`src/rtl/vga_scan_pipe.sv`:
```
// vga_scan_pipe: 640x480@60 scan generator with a ROM-latency-matched pixel pipeline.
// Counters drive a combinational fetch stage (ROM address + sync decode). The fetch
// flags travel down an RD_LAT-deep delay line so that they meet rom_data at the
// output registers. All state advances only on ce.
module vga_scan_pipe #(
  parameter int unsigned H_ACTIVE = 640,
  parameter int unsigned H_FP     = 16,
  parameter int unsigned H_SYNC   = 96,
  parameter int unsigned H_BP     = 48,
  parameter int unsigned V_ACTIVE = 480,
  parameter int unsigned V_FP     = 10,
  parameter int unsigned V_SYNC   = 2,
  parameter int unsigned V_BP     = 33,
  parameter int unsigned RD_LAT   = 1
) (
  input  logic        clk,
  input  logic        reset,
  input  logic        ce,
  output logic [18:0] rom_addr,
  input  logic [11:0] rom_data,
  output logic [9:0]  h_addr,
  output logic [9:0]  v_addr,
  output logic        HS,
  output logic        VS,
  output logic        blank,
  output logic [7:0]  red,
  output logic [7:0]  green,
  output logic [7:0]  blue,
  output logic        frame_start
);

  localparam logic [9:0] H_LAST = 10'(H_ACTIVE + H_FP + H_SYNC + H_BP - 1);
  localparam logic [9:0] V_LAST = 10'(V_ACTIVE + V_FP + V_SYNC + V_BP - 1);
  localparam logic [9:0] H_VIS  = 10'(H_ACTIVE);
  localparam logic [9:0] V_VIS  = 10'(V_ACTIVE);
  localparam logic [9:0] HS_BEG = 10'(H_ACTIVE + H_FP);
  localparam logic [9:0] HS_END = 10'(H_ACTIVE + H_FP + H_SYNC);
  localparam logic [9:0] VS_BEG = 10'(V_ACTIVE + V_FP);
  localparam logic [9:0] VS_END = 10'(V_ACTIVE + V_FP + V_SYNC);

  typedef struct packed {
    logic act;
    logic hs_n;
    logic vs_n;
    logic first;
  } flags_t;

  localparam flags_t IDLE = '{act: 1'b0, hs_n: 1'b1, vs_n: 1'b1, first: 1'b0};

  logic [9:0] hc;
  logic [9:0] vc;
  flags_t     fetch;
  flags_t     dly_out;

  // Raster counters: column wraps into the next row, last row wraps to the top.
  always_ff @(posedge clk or posedge reset) begin
    if (reset) begin
      hc <= '0;
      vc <= '0;
    end else if (ce) begin
      if (hc == H_LAST) begin
        hc <= '0;
        vc <= (vc == V_LAST) ? '0 : vc + 10'd1;
      end else begin
        hc <= hc + 10'd1;
      end
    end
  end

  // Fetch stage: ROM address and sync/active decode straight from the counters.
  always_comb begin
    fetch.act   = (hc < H_VIS) && (vc < V_VIS);
    fetch.hs_n  = !((hc >= HS_BEG) && (hc < HS_END));
    fetch.vs_n  = !((vc >= VS_BEG) && (vc < VS_END));
    fetch.first = (hc == '0) && (vc == '0);
    h_addr      = '0;
    v_addr      = '0;
    rom_addr    = '0;
    if (fetch.act) begin
      h_addr   = hc;
      v_addr   = vc;
      rom_addr = {hc, vc[8:0]};
    end
  end

  generate
    if (RD_LAT == 0) begin : g_nolat
      assign dly_out = fetch;
    end else begin : g_lat
      flags_t stage [RD_LAT];

      // Delay line matching the ROM read latency so flags meet their pixel data.
      always_ff @(posedge clk or posedge reset) begin
        if (reset) begin
          for (int unsigned i = 0; i < RD_LAT; i++) stage[i] <= IDLE;
        end else if (ce) begin
          stage[0] <= fetch;
          for (int unsigned i = 1; i < RD_LAT; i++) stage[i] <= stage[i-1];
        end
      end

      assign dly_out = stage[RD_LAT-1];
    end
  endgenerate

  // Output registers: sync, blank and colour sampled together; colour gated by blank.
  // frame_start is cleared on any non-ce clock so it lasts exactly one clk.
  always_ff @(posedge clk or posedge reset) begin
    if (reset) begin
      HS          <= 1'b1;
      VS          <= 1'b1;
      blank       <= 1'b0;
      red         <= '0;
      green       <= '0;
      blue        <= '0;
      frame_start <= 1'b0;
    end else if (ce) begin
      HS          <= dly_out.hs_n;
      VS          <= dly_out.vs_n;
      blank       <= dly_out.act;
      red         <= dly_out.act ? {rom_data[11:8], rom_data[11:8]} : '0;
      green       <= dly_out.act ? {rom_data[7:4],  rom_data[7:4]}  : '0;
      blue        <= dly_out.act ? {rom_data[3:0],  rom_data[3:0]}  : '0;
      frame_start <= dly_out.first;
    end else begin
      frame_start <= 1'b0;
    end
  end

endmodule

```
`config.mk`:
```
export PLATFORM = sky130hd
export DESIGN_NAME = vga_scan_pipe
export DESIGN_NICKNAME = d
export VERILOG_FILES = /design/src/rtl/vga_scan_pipe.sv
export SDC_FILE = /design/constraint.sdc
export NUM_CORES = 1
export LEC_CHECK = 0
export ABC_AREA = 1
export CAP_MARGIN = 20
export CORE_ASPECT_RATIO = 0.8
export CORE_MARGIN = 2
export CORE_UTILIZATION = 47
export CTS_BUF_LIST = sky130_fd_sc_hd__clkbuf_16
export DETAILED_ROUTE_END_ITERATION = 12
export GPL_ROUTABILITY_DRIVEN = 1
export PLACE_DENSITY = 0.81
export SLEW_MARGIN = 15
export SYNTH_ARGS = -nofsm -noshare
export SYNTH_HDL_FRONTEND = slang
export SYNTH_SLANG_ARGS = --single-unit
```
`constraint.sdc`:
```
create_clock -name clk -period 2.5 [get_ports clk]
set_clock_uncertainty 0.1 [all_clocks]
set_input_delay 0.75 -clock clk [delete_from_list [all_inputs] [get_ports clk]]
set_output_delay 0.75 -clock clk [all_outputs]
set_load 0.005 [all_outputs]
```
Word level (Yosys, flattened, before mapping)
Cells that the tools add are included.
W data, S select, Z words.

operators by class
  shifts and indexed selects = 0
  magnitude comparators = 6
  bitwise gates (word level) = 0
  divide/modulo/power cells = 0
  reduce and logical (&&, ||, !) cells = 9
  multiplexer cells = 9
  $add $sub $neg = 2
  multipliers = 0
  equality and inequality tests = 2

operators with widths
  kind                     number
  $mux W10                 4
  $mux W8                  3
  $add A10 B1 Y10 const B  2
  $eq A10 B10 Y1 const B   2
  $logic_not A10 Y1        2
  $lt A10 B10 Y1 const B   2
  $lt A10 B9 Y1 const B    2
  $mux W19                 1
  $ge A10 B10 Y1 const B   1
  $ge A10 B9 Y1 const B    1
  $logic_and A1 B1 Y1      4
  $logic_not A1 Y1         2
  $reduce_and A2 Y1        1
  $mux W1                  1

word-level totals
  ROM bits = 0
  latch bits = 0
  memories kept = 0
  bits in registers = 52
  input port bits = 15
  word-level logic and storage cells = 41
  memory bits (writable) = 0

Longest topological paths before layout
  depth in word-level cells = 3
  gate-level depth with buffers = 9
  depth with buffers taken out = 9

Worst setup path after synthesis
Ideal clock, no wire load.

  path kind = register to output
  start point = register hc[7]
  end point = output v_addr[4]
  buffers on the path = 3
  cell stages (with the launch flop) = 9
  arrival time = 1.231 ns
  path slack = 0.419 ns
  cells stage by stage = dfrtp_1 -> buf_6 -> nand2_2 -> nand3_1 -> nor2_2 -> inv_4 -> buf_6 -> nor2_2 -> buf_4

on the way
  cells in the longest elaborated chain, start to end = 3

RTL lines
  item                    line  RTL
  from (decl)             50    logic [9:0] hc;
  from (signal assigned)  65    hc <= hc + 10'd1;
  $lt A10 B10 Y1          72    fetch.act = (hc < H_VIS) && (vc < V_VIS);
  $logic_and A1 B1 Y1     72
  $mux W10                79    if (fetch.act) begin
  to (decl)               22    output logic [9:0] v_addr,

No other way between the ends.

Worst setup path in the final report
  start point = register vc[6]
  end point = output rom_addr[15]

on the way
  cells in the longest elaborated chain, start to end = 3

RTL lines
  item                    line  RTL
  from (decl)             51    logic [9:0] vc;
  from (signal assigned)  63    vc <= (vc == V_LAST) ? '0 : vc + 10'd1;
  $lt A10 B9 Y1           72
  $logic_and A1 B1 Y1     72
  $mux W19                79
  to (decl)               19    output logic [18:0] rom_addr,

No other way between the ends.

==> summary.md <==
| Metric | Value |
|---|---|
| Status | finished clean |
| Final Hold Violating Endpoints | 0 |
| Largest net degree at the start of global routing | 41 |
| Residual DRC | 0 |
| Worst skew pair latency | 290 ps |
| Fraction of layout instances using a drive strength above 1 | 0.210 |
| Top cells by count, synth | nand2_1, dfrtp_1, buf_4, inv_1, nor2_1 |
| Die width | 87.2 µm |
| Worst rel slew slack | 0.650 |
| Hold Buf Count CTS | 0 |
| Required time of the critical path | 1650 ps |
| Antenna cells | 0 |
| WP data arrival | 1580 ps |
| Top cells by area, synth | dfrtp_1, nand2_1, buf_4 |
| Mapped Area | 2600 µm² |
| Setup violations, final | 0 |
| Die area | 6150 µm² |
| Synth area leader | dfrtp_1 |
| Ports | 82 |
| DP Area | 3260 µm² |
| Max VDD drop | 0.519 mV |
| Final ANT Viol Nets | 0 |
| Min cycle time layout | 2430 ps |
| Via/cell ratio | 5.04 |
| First-pass GRT wire length | 10300 µm |
| Post-synthesis cell count | 331 |
| Slowest library cell on the worst path | dfrtp_1 |
| Max cap viols | 0 |
| Initial Util | 0.481 |
| Highest routed layer | met4 |
| Fin. max-slew vios | 0 |
| Final wirelength | 6480 µm |
| RePlAce Congestion | 0.892 |
| P per Cell Area | 729 nW/µm² |
| CP top delay family | buffers and inverters |
| Antenna violations before repair | 0 |
| Row cnt | 24 |
| Vias in the first global route | 2184 |
| Grt ovf | 0 |
| Avg Cell Area, Syn | 7.85 µm² |
| Fmax | 412 MHz |
| CTS H-tree lvls | 2 |
| First drt pass iteration count | 4 |
| Tot Pwr | 2.54 mW |
| Area Overhead vs Synth | 33.8% |
| Clk buf depth | 2 |
| TNS Setup | 0 ps |
| CTS tree | done |
| Syn_nets | 350 |
| Worst hold path class | reg2reg |
| GRT Total Usage | 0.219 |
| CP startpoint kind | flip-flop |
| Met1 WL | 2850 µm |
| WL per Instance | 14.1 µm |
| Crit-path max cell delay | 390 ps |
| Least-Margin Pin Slew | 524 ps |
| Root Driver | clkbuf_16 |
| Ys async rst share | 1.00 |
| Crit Path Category | reg2out |
| Final #Nets | 413 |
| Synth top area share | 0.346 |
| TritonCTS Sinks | 40 |
| Period utilisation layout | 0.972 |
| Buffers plus inverters on the worst setup path | 4 |
| Routed vias | 2320 |
| Port buffer count | 80 |
| Distinct cell type count after synthesis | 34 |
| Seq/Total Area, Yosys | 0.387 |
| YS warnings | 0 |
| Layout Cell Area excl Fill | 3480 µm² |
| Worst Setup End Kind | output port |
| FF+latch count, synth | 40 |
| Placed wire-length estimate | 4470 µm |
| Die H | 70.5 µm |
| WL met2 | 3010 µm |
| Synth Flop Type | dfrtp_1 |
| Post-synth EDFFs | 0 |
| Crit-path cells | nand4_1, inv_2, nor2_4, buf_4, inv_8, nor2_2, dlygate4sd2_1 |
| RSZ-0062 raised after global routing | true |
| DR iter-0 viols | 85 |
| Number of buffers created by CTS | 5 |
| Count leader, synth | nand2_1 |
| Leak | 1.77 nW |
| CORE AREA | 5410 µm² |
| CP max FO | 10 |
| Final Util | 0.644 |
| Routed wl met3 | 520 µm |
| Clk pin slew, worst setup/hold paths | 60 ps |
==> where the power goes <==
group	leakage (nW)	switching [mW]	internal, mW
combinational	1.18	0.529	0.398
sequential	0.511	0.118	0.759
clock	0.0814	0.266	0.469
==> area by class of cell <==
cell class | instances | area (µm²)
tap | 65 | 81.3
inverter | 41 | 164
timing repair buffer | 95 | 871
clock inverter | 3 | 42.5
fill | 456 | 1930
clock buffer | 5 | 125
timing repair inverter | 2 | 12.5
multi-input combinational | 209 | 1180
sequential | 40 | 1010
==> what timing repair did <==
| action | 4_1_cts | 5_1_grt |
|---|---|---|
| buffers inserted | 3 | 1 |
| endpoints found under the setup margin | 38 | 30 |
| hold endpoints to repair | 0 | 0 |
| cloned | 2 | 0 |
| pin swaps | 2 | 0 |
| resized for setup | 54 | 6 |
==> flip-flops by register name, summed over array words and instances (netlist names) <==
name	cells
HS	1
VS	1
blank	1
blue	4
dly_out	4
frame_start	1
green	4
hc	10
red	4
vc	10
==> path summary, 6_finish.rpt <==
check / from / endpoint / slack (ps) / depth (start not counted)
min in group asynchronous: reset / vc[4] / 780 / 3
hold / removal: dly_out[0] / frame_start / 370 / 2
setup reg to reg: vc[6] / vc[9] / 920 / 8
max in group asynchronous: reset / dly_out[2] / 1140 / 3
setup / recovery: vc[6] / rom_addr[15] / 70 / 7
hold reg to reg: dly_out[0] / frame_start / 370 / 2
==> worst register-to-register path, cell delays in order (launching register included) <==
cell and delay, ps:
dfrtp_1 390, buf_4 140, buf_4 150, nor2_1 90
nand4_1 180, nor2_2 240, nand2_1 70, nand2_1 70
nor2_1 40
==> routing by layer <==
layer,vias up,track usage
met1,1077,0.284
li1,1125,-
met2,110,0.351
met5,-,0
met4,0,0.0650
met3,8,0.0697
==> per-stage QoR <==
step                cells  hold WS (ps)  setup WS, ps
floorplan             331           336           419
global placement      446           350          89.9
detailed placement    446           351          28.0
CTS                   459           364          87.5
global route          460           393         -10.4
finish                460           368          70.5
==> cell usage in the layout (no fill, tap or decap), types with 5 or more instances in the layout <==
cell / n
inv_2: 7
dlygate4sd2_1: 34
o21ai_1: 5
nand3_2: 5
nor2_1: 18
clkdlybuf4s50_1: 42
dfrtp_1: 36
nor2_2: 20
clkbuf_16: 5
o21ai_0: 9
nand3_1: 19
nor2_4: 7
nand4_1: 11
inv_1: 32
nand2_1: 83
xor2_1: 6
buf_4: 15
nand2_2: 6
==> logic make-up after synthesis <==
| group | share of synthesized area |
|---|---|
| xor gates and xnor gates | 0.0236 |
| and+or+nand+nor | 0.354 |
| buffers and inverters | 0.178 |
| adders and majority gates | 0.0193 |
| other | 0.00144 |
| AOI/OAI and AO/OA | 0.0375 |
| DFF | 0.387 |
Power figures use the tool's default switching activity.
